File: config.mk
export PLATFORM = sky130hd
export DESIGN_NAME = axi_rd_arbiter
export DESIGN_NICKNAME = d
export VERILOG_FILES = /design/src/rtl/axi_rd_arb_pkg.sv /design/src/rtl/axi_rd_arbiter_rr_arb2.sv /design/src/rtl/axi_rd_arbiter.sv
export SDC_FILE = /design/constraint.sdc
export NUM_CORES = 1
export LEC_CHECK = 0
export CAP_MARGIN = 10
export CORE_AREA = 2 2 150 152
export CTS_CLUSTER_DIAMETER = 30
export DETAILED_ROUTE_END_ITERATION = 10
export DIE_AREA = 0 0 152 154
export DONT_BUFFER_PORTS = 1
export MAX_ROUTING_LAYER = met4
export PLACE_DENSITY = 0.41
export SLEW_MARGIN = 30
export SYNTH_ARGS = -nofsm -noshare
export SYNTH_HDL_FRONTEND = slang
export SYNTH_SLANG_ARGS = --single-unit
File: constraint.sdc
create_clock -name clk -period 2.4 [get_ports clk]
set_input_delay 0.48 -clock clk [delete_from_list [all_inputs] [get_ports clk]]
set_output_delay 0.48 -clock clk [all_outputs]
set_load 0.05 [all_outputs]
File: src/rtl/axi_rd_arb_pkg.sv
// axi_rd_arb_pkg
// Shared types and constants for the two-master AXI read arbiter.
//   ARB_ID_W / ARB_ADDR_W : default per-master ID and address widths
//   MST_CPU / MST_FB      : master indices, which form the MSB of the downstream ID
//   arState_e             : AR holding register occupancy
//   ar_req_t              : one captured AR request
package axi_rd_arb_pkg;

    localparam int ARB_ID_W   = 5;
    localparam int ARB_ADDR_W = 32;

    localparam logic MST_CPU = 1'b0;
    localparam logic MST_FB  = 1'b1;

    typedef enum logic {
        AR_EMPTY = 1'b0,
        AR_FULL  = 1'b1
    } arState_e;

    typedef struct packed {
        logic [ARB_ID_W-1:0]   id;
        logic [ARB_ADDR_W-1:0] addr;
        logic [7:0]            len;
        logic [2:0]            size;
        logic [1:0]            burst;
    } ar_req_t;

endpackage

File: src/rtl/axi_rd_arbiter_rr_arb2.sv
// rr_arb2
// Two-request round-robin grant logic with a pointer flop.
//   clk_i, rstn_i : clock, asynchronous active-low reset
//   req_i[1:0]    : requests (already gated by the caller)
//   prio1_i       : when set and req_i[1] is set, master 1 wins outright
//   advance_i     : a grant was taken this cycle; move the pointer
//   gnt_o[1:0]    : one-hot grant, or zero when nothing is requested
module rr_arb2
    import axi_rd_arb_pkg::*;
(
    input  logic       clk_i,
    input  logic       rstn_i,
    input  logic [1:0] req_i,
    input  logic       prio1_i,
    input  logic       advance_i,
    output logic [1:0] gnt_o
);

    logic lastGrant_q;
    logic lastGrant_d;

    // With both requesting, the master that did not win last time goes next.
    always_comb begin
        gnt_o = 2'b00;
        if (prio1_i && req_i[1]) begin
            gnt_o = 2'b10;
        end else if (req_i == 2'b11) begin
            gnt_o = (lastGrant_q == MST_FB) ? 2'b01 : 2'b10;
        end else begin
            gnt_o = req_i;
        end
    end

    // The pointer follows every taken grant, urgent ones included.
    always_comb begin
        lastGrant_d = lastGrant_q;
        if (advance_i && (gnt_o != 2'b00)) begin
            lastGrant_d = gnt_o[1];
        end
    end

    // Resetting to master 1 lets master 0 win the first contested slot.
    always_ff @(posedge clk_i or negedge rstn_i) begin
        if (!rstn_i) begin
            lastGrant_q <= MST_FB;
        end else begin
            lastGrant_q <= lastGrant_d;
        end
    end

endmodule

File: src/rtl/axi_rd_arbiter.sv
// axi_rd_arbiter
// Two-master round-robin arbiter for the AXI AR/R channels in front of the
// DDR port. AR requests are granted one at a time into a single holding
// register; the master index is prepended to the ID. R beats are routed back
// combinationally by the ID MSB. Per-master outstanding-burst counters
// throttle each master to MAX_OUTST in-flight reads.
//   clk, rstn          : clock, asynchronous active-low reset
//   s0_ar*, s1_ar*     : upstream AR channels (CPU = 0, framebuffer DMA = 1)
//   s0_r*, s1_r*       : upstream R channels (payload broadcast, valid routed)
//   m_ar*              : downstream AR channel, ID is {master, s_arid}
//   m_r*               : downstream R channel
//   s1_urgent          : framebuffer underrun warning
//   o_err              : sticky error, last beat returned to an idle master
// Optional feature: define AXI_RD_ARB_URGENT_EN to let s1_urgent give master 1
// absolute priority; otherwise s1_urgent is ignored.
module axi_rd_arbiter
    import axi_rd_arb_pkg::*;
#(
    parameter int ID_W      = ARB_ID_W,
    parameter int ADDR_W    = ARB_ADDR_W,
    parameter int DATA_W    = 64,
    parameter int MAX_OUTST = 8
) (
    input  logic              clk,
    input  logic              rstn,
    input  logic [ID_W-1:0]   s0_arid,
    input  logic [ADDR_W-1:0] s0_araddr,
    input  logic [7:0]        s0_arlen,
    input  logic [2:0]        s0_arsize,
    input  logic [1:0]        s0_arburst,
    input  logic              s0_arvalid,
    output logic              s0_arready,
    input  logic [ID_W-1:0]   s1_arid,
    input  logic [ADDR_W-1:0] s1_araddr,
    input  logic [7:0]        s1_arlen,
    input  logic [2:0]        s1_arsize,
    input  logic [1:0]        s1_arburst,
    input  logic              s1_arvalid,
    output logic              s1_arready,
    output logic [ID_W-1:0]   s0_rid,
    output logic [DATA_W-1:0] s0_rdata,
    output logic [1:0]        s0_rresp,
    output logic              s0_rlast,
    output logic              s0_rvalid,
    input  logic              s0_rready,
    output logic [ID_W-1:0]   s1_rid,
    output logic [DATA_W-1:0] s1_rdata,
    output logic [1:0]        s1_rresp,
    output logic              s1_rlast,
    output logic              s1_rvalid,
    input  logic              s1_rready,
    output logic [ID_W:0]     m_arid,
    output logic [ADDR_W-1:0] m_araddr,
    output logic [7:0]        m_arlen,
    output logic [2:0]        m_arsize,
    output logic [1:0]        m_arburst,
    output logic              m_arvalid,
    input  logic              m_arready,
    input  logic [ID_W:0]     m_rid,
    input  logic [DATA_W-1:0] m_rdata,
    input  logic [1:0]        m_rresp,
    input  logic              m_rlast,
    input  logic              m_rvalid,
    output logic              m_rready,
    input  logic              s1_urgent,
    output logic              o_err
);

    localparam int              CNT_W   = $clog2(MAX_OUTST + 1);
    localparam logic [CNT_W-1:0] CNT_MAX = CNT_W'(MAX_OUTST);

    arState_e         state_q, state_d;
    ar_req_t          req_q, req_d;
    logic             heldMst_q, heldMst_d;
    logic [CNT_W-1:0] cnt0_q, cnt0_d, cnt1_q, cnt1_d;
    logic             err_q, err_d;

    logic [1:0] eligible;
    logic [1:0] arbReq;
    logic [1:0] grant;
    logic       capture;
    logic       urgent;
    logic       rSel;
    logic       rDone;
    logic       dec0, dec1;

`ifdef AXI_RD_ARB_URGENT_EN
    assign urgent = s1_urgent;
`else
    logic unusedUrgent;
    assign urgent       = 1'b0;
    assign unusedUrgent = s1_urgent;
`endif

    // Saturating up/down count; simultaneous inc and dec cancel out.
    function automatic logic [CNT_W-1:0] cntNext(input logic [CNT_W-1:0] c,
                                                 input logic inc, input logic dec);
        if (inc && !dec) begin
            return c + CNT_W'(1);
        end else if (dec && !inc && (c != '0)) begin
            return c - CNT_W'(1);
        end
        return c;
    endfunction

    assign eligible[0] = s0_arvalid && (cnt0_q < CNT_MAX);
    assign eligible[1] = s1_arvalid && (cnt1_q < CNT_MAX);

    // Arbitration only runs while the holding register can take a request.
    assign arbReq  = (state_q == AR_EMPTY) ? eligible : 2'b00;
    assign capture = (grant != 2'b00);

    rr_arb2 u_rrArb (
        .clk_i    (clk),
        .rstn_i   (rstn),
        .req_i    (arbReq),
        .prio1_i  (urgent),
        .advance_i(capture),
        .gnt_o    (grant)
    );

    assign s0_arready = grant[0];
    assign s1_arready = grant[1];

    // Holding register: capture from EMPTY, drain from FULL, never both at once.
    always_comb begin
        state_d   = state_q;
        req_d     = req_q;
        heldMst_d = heldMst_q;
        unique case (state_q)
            AR_EMPTY: begin
                if (capture) begin
                    state_d   = AR_FULL;
                    heldMst_d = grant[1];
                    if (grant[1]) begin
                        req_d = '{id: s1_arid, addr: s1_araddr, len: s1_arlen,
                                  size: s1_arsize, burst: s1_arburst};
                    end else begin
                        req_d = '{id: s0_arid, addr: s0_araddr, len: s0_arlen,
                                  size: s0_arsize, burst: s0_arburst};
                    end
                end
            end
            AR_FULL: begin
                if (m_arready) begin
                    state_d = AR_EMPTY;
                end
            end
            default: state_d = AR_EMPTY;
        endcase
    end

    assign m_arvalid = (state_q == AR_FULL);
    assign m_arid    = {heldMst_q, req_q.id};
    assign m_araddr  = req_q.addr;
    assign m_arlen   = req_q.len;
    assign m_arsize  = req_q.size;
    assign m_arburst = req_q.burst;

    // R path is pure wiring: the ID MSB selects which master sees valid/ready.
    assign rSel      = m_rid[ID_W];
    assign s0_rvalid = m_rvalid && (rSel == MST_CPU);
    assign s1_rvalid = m_rvalid && (rSel == MST_FB);
    assign m_rready  = (rSel == MST_FB) ? s1_rready : s0_rready;
    assign s0_rid    = m_rid[ID_W-1:0];
    assign s1_rid    = m_rid[ID_W-1:0];
    assign s0_rdata  = m_rdata;
    assign s1_rdata  = m_rdata;
    assign s0_rresp  = m_rresp;
    assign s1_rresp  = m_rresp;
    assign s0_rlast  = m_rlast;
    assign s1_rlast  = m_rlast;

    // A burst retires on its accepted last beat; a retire with nothing
    // outstanding is a protocol error that sticks until reset.
    assign rDone = m_rvalid && m_rready && m_rlast;
    assign dec0  = rDone && (rSel == MST_CPU);
    assign dec1  = rDone && (rSel == MST_FB);

    always_comb begin
        cnt0_d = cntNext(cnt0_q, grant[0], dec0);
        cnt1_d = cntNext(cnt1_q, grant[1], dec1);
        err_d  = err_q || (dec0 && (cnt0_q == '0)) || (dec1 && (cnt1_q == '0));
    end

    always_ff @(posedge clk or negedge rstn) begin
        if (!rstn) begin
            state_q   <= AR_EMPTY;
            req_q     <= '0;
            heldMst_q <= MST_CPU;
            cnt0_q    <= '0;
            cnt1_q    <= '0;
            err_q     <= 1'b0;
        end else begin
            state_q   <= state_d;
            req_q     <= req_d;
            heldMst_q <= heldMst_d;
            cnt0_q    <= cnt0_d;
            cnt1_q    <= cnt1_d;
            err_q     <= err_d;
        end
    end

    assign o_err = err_q;

endmodule

==> run_results.csv <==
group,metric,value,unit
sta,slew_headroom,0.5968,
floorplan,start_util,0.1809,
sta,rsz0062_at_grt,"false",
clock_tree,clock_latency,0.33,ns
synth,synthArstFlopShare,1.000,
critical_path,slowest_delay,0.44,ns
grt,grt-ovfl-total,0,
grt,grt_max_degree,63,
power,power.total,6.531,mW
floorplan,std_cell_rows,54,
sta,setup_violations,0,
synth,synthTopCellsByArea,"dfrtp_1 (39%), buf_4 (28%), nor2_1 (9.9%), o22ai_1 (8.0%), buf_6 (1.7%)",
synth,synthFlopType,"dfrtp_1",
place,port_buffers,0,
power,power.density,1850,nW/um^2
critical_path,path_max_fanout,5,
detailed_routing,viasPerCell,3.990,
synth,synth-seq-area-share,0.3957,
detailed_routing,firstDrtPassIters,4,
sta,tns,0,ns
layout,area_growth,-10.01,%
grt,antenna_found_initial,0,
sta,fmax,440.6,MHz
synth,synth_top_area_frac,0.3890,
sta,finalHoldViolations,0,
place,hpwl,7448,microns
sta,skew,0.007572,ns
clock_tree,cts_tree,"done",
critical_path,worstPathRequired,2.66,ns
detailed_routing,drcViolationCount,0,
clock_tree,cts_root_buf,"clkbuf_16",
detailed_routing,postRouteWirelength,9913,microns
synth,syn_inst,434,
synth,syn_area,3924,sq um
detailed_routing,detail-route-antenna-nets,0,
critical_path,endpoint_kind,"register",
grt,grt_use_total,0.08531,
synth,synth_cell_types,34,
floorplan,die_area,23410,sq um
synth,synth_edf_count,0,
critical_path,setup.worst_path.class,"register to register",
layout,drive_gt1_frac,0.1376,
synth,syn_nets,622,
clock_tree,cts_sinks,62,
layout,nFillCells,2413,
synth,yosys_warnings,0,
clock_tree,clk_path_buf_depth,2,
sta,min_period,2.270,ns
run_status,status,"finished, final reports clean",
layout,multi_input_area,1170,sq um
floorplan,die_h,154,microns
flow_run,drv_cap,0,
detailed_routing,vias,2306,
grt,grt_pass1_wl,14720,microns
layout,antenna_cells,0,
place,place_congestion,0.7373,
critical_path,start_kind,"register",
clock_tree,htree_num_levels,3,
synth,yosysTopAreaCell,"dfrtp_1",
sta,setup_ws,0.1302,ns
sta,drv_slew,0,
clock_tree,cts.reportedPaths.clkPinSlew,0.06,ns
critical_path,worstPathArrival,2.53,ns
clock_tree,cts_buffers,9,
layout,seq_area,1554,sq um
floorplan,io_pins,384,
sta,period_share,0.9458,
detailed_routing,drtIter0Drc,128,
hold_path,hold_class,"input port to asynchronous set/reset pin",
critical_path,rrSetupSlack,0.13,ns
floorplan,die_x,152,microns
critical_path,cp_slowest_cell,"dfrtp_2",
power,vdd_drop_max,0.0006174,V
place,dpl_worst_slack,0.1331,ns
grt,grt_pass1_vias,2506,
synth,ys_ff_latch,62,
sta,tightest_slew,0.6048,ns
floorplan,core,21690,sq um
critical_path,cp_cell_sequence,"or3b_4 -> nor3_2 -> inv_1 -> ha_1 -> a21o_1 -> a21oi_2 -> mux2i_1 -> xnor2_1",
synth,avgSynthCellArea,9.041,sq um
power,total_leakage_power,1.384,nW
layout,finish.net_count,481,
detailed_routing,wl_per_cell,17.15,microns
final timing paths:
check	from	to	depth (start not counted)
max	m_arvalid	cnt0_q[3]	8
min	rstn	m_araddr[12]	1
max reg2reg	m_arvalid	cnt0_q[3]	8
min reg2reg	u_rrArb.lastGrant_q	u_rrArb.lastGrant_q	2
max in group asynchronous	rstn	m_araddr[29]	1
min in group clk	s1_araddr[8]	m_araddr[8]	2
cell usage after synthesis, types with 2 or more instances:
cell	n
o211a_1	2
nor2_1	104
or4_1	2
nor2_2	2
dfrtp_1	61
mux2i_1	2
xnor2_1	4
ha_1	4
a21o_1	3
o22ai_1	50
fa_1	2
or3b_1	2
xor2_1	2
clkbuf_1	10
buf_6	6
nor3b_1	2
buf_4	145
o21ai_0	2
mux2_2	3
nand2b_1	3
mux2_1	2
inv_1	6
a21oi_1	3
nor3_2	2
kinds of logic (layout without fill, tap and decap cells):
family | count (synthesis) | after routing | synth area share
muxes | 7 | 7 | 0.01945
and+or+nand+nor | 125 | 125 | 0.1403
buffers and inverters | 168 | 32 | 0.3112
adders and majority gates | 6 | 6 | 0.02296
DFF | 62 | 62 | 0.3957
xor gates and xnor gates | 6 | 6 | 0.01339
AOI/OAI and AO/OA | 60 | 60 | 0.09694
registers in the layout, indices dropped and copies added (netlist names):
| name | count |
|---|---|
| o_err | 1 |
| m_arsize | 3 |
| cnt0_q | 4 |
| m_arvalid | 1 |
| m_arid | 5 |
| m_arburst | 2 |
| u_rrArb.lastGrant_q | 1 |
| heldMst_q | 1 |
| m_arlen | 8 |
| cnt1_q | 4 |
| m_araddr | 32 |
area by class of cell:
cell class | count | share of cell area
Clock inverter | 7 | 0.02764
Inverter | 6 | 0.007442
Tap cell | 280 | 0.09922
Timing Repair Buffer | 10 | 0.03047
Sequential cell | 62 | 0.4401
Multi-Input combinational cell | 204 | 0.3313
Clock buffer | 9 | 0.06378
per-layer routing:
layer / track usage / vias up / wire length [microns]
met5: - / - / 0
met4: 0.05029 / 0 / 366
met3: 0.03946 / 44 / 1002
met2: 0.1456 / 172 / 5199
met1: 0.07837 / 1078 / 3345
li1: - / 1012 / -
worst max-delay path: cells and delay by family (launching register included):
kind            cells  cell delay, ns
compound gates      2            0.34
fa+ha+maj           1            0.29
buf+inv             1            0.12
simple gates        2            0.63
flops               1            0.44
xor+xnor            1            0.14
mux                 1            0.24
metrics by stage:
stage                     hold slack, ns  utilization  cell area [sq um]  cells
after floorplan                   0.1844            -               3925    434
after global placement            0.1857       0.1462               3171    561
after detailed placement          0.1863       0.1462               3171    561
after CTS                       0.008809       0.1625               3525    578
after global routing             0.01558       0.1628               3531    578
final                           0.009908       0.1628               3531    578
what timing repair did:
item	CTS	global route
setup endpoints to repair	1	2
setup buffers	0	0
pin swaps	0	1
hold buffers	1	0
gates cloned	0	0
gates resized for setup	1	2
endpoints found under the hold margin	62	0
cells in the final DEF, fill, tap and decap left out, drive strengths merged, types with 4 or more instances in the layout:
cell type	count
nor2	106
dfrtp	61
o22ai	50
buf	10
clkbuf	9
inv	6
mux2	5
xnor2	4
ha	4
power breakdown:
group	internal [mW]	switching [mW]
combinational	0.679	0.958
sequential	1.55	1.92
clock	0.912	0.507
Note: power is estimated with default switching activity, not from simulation.
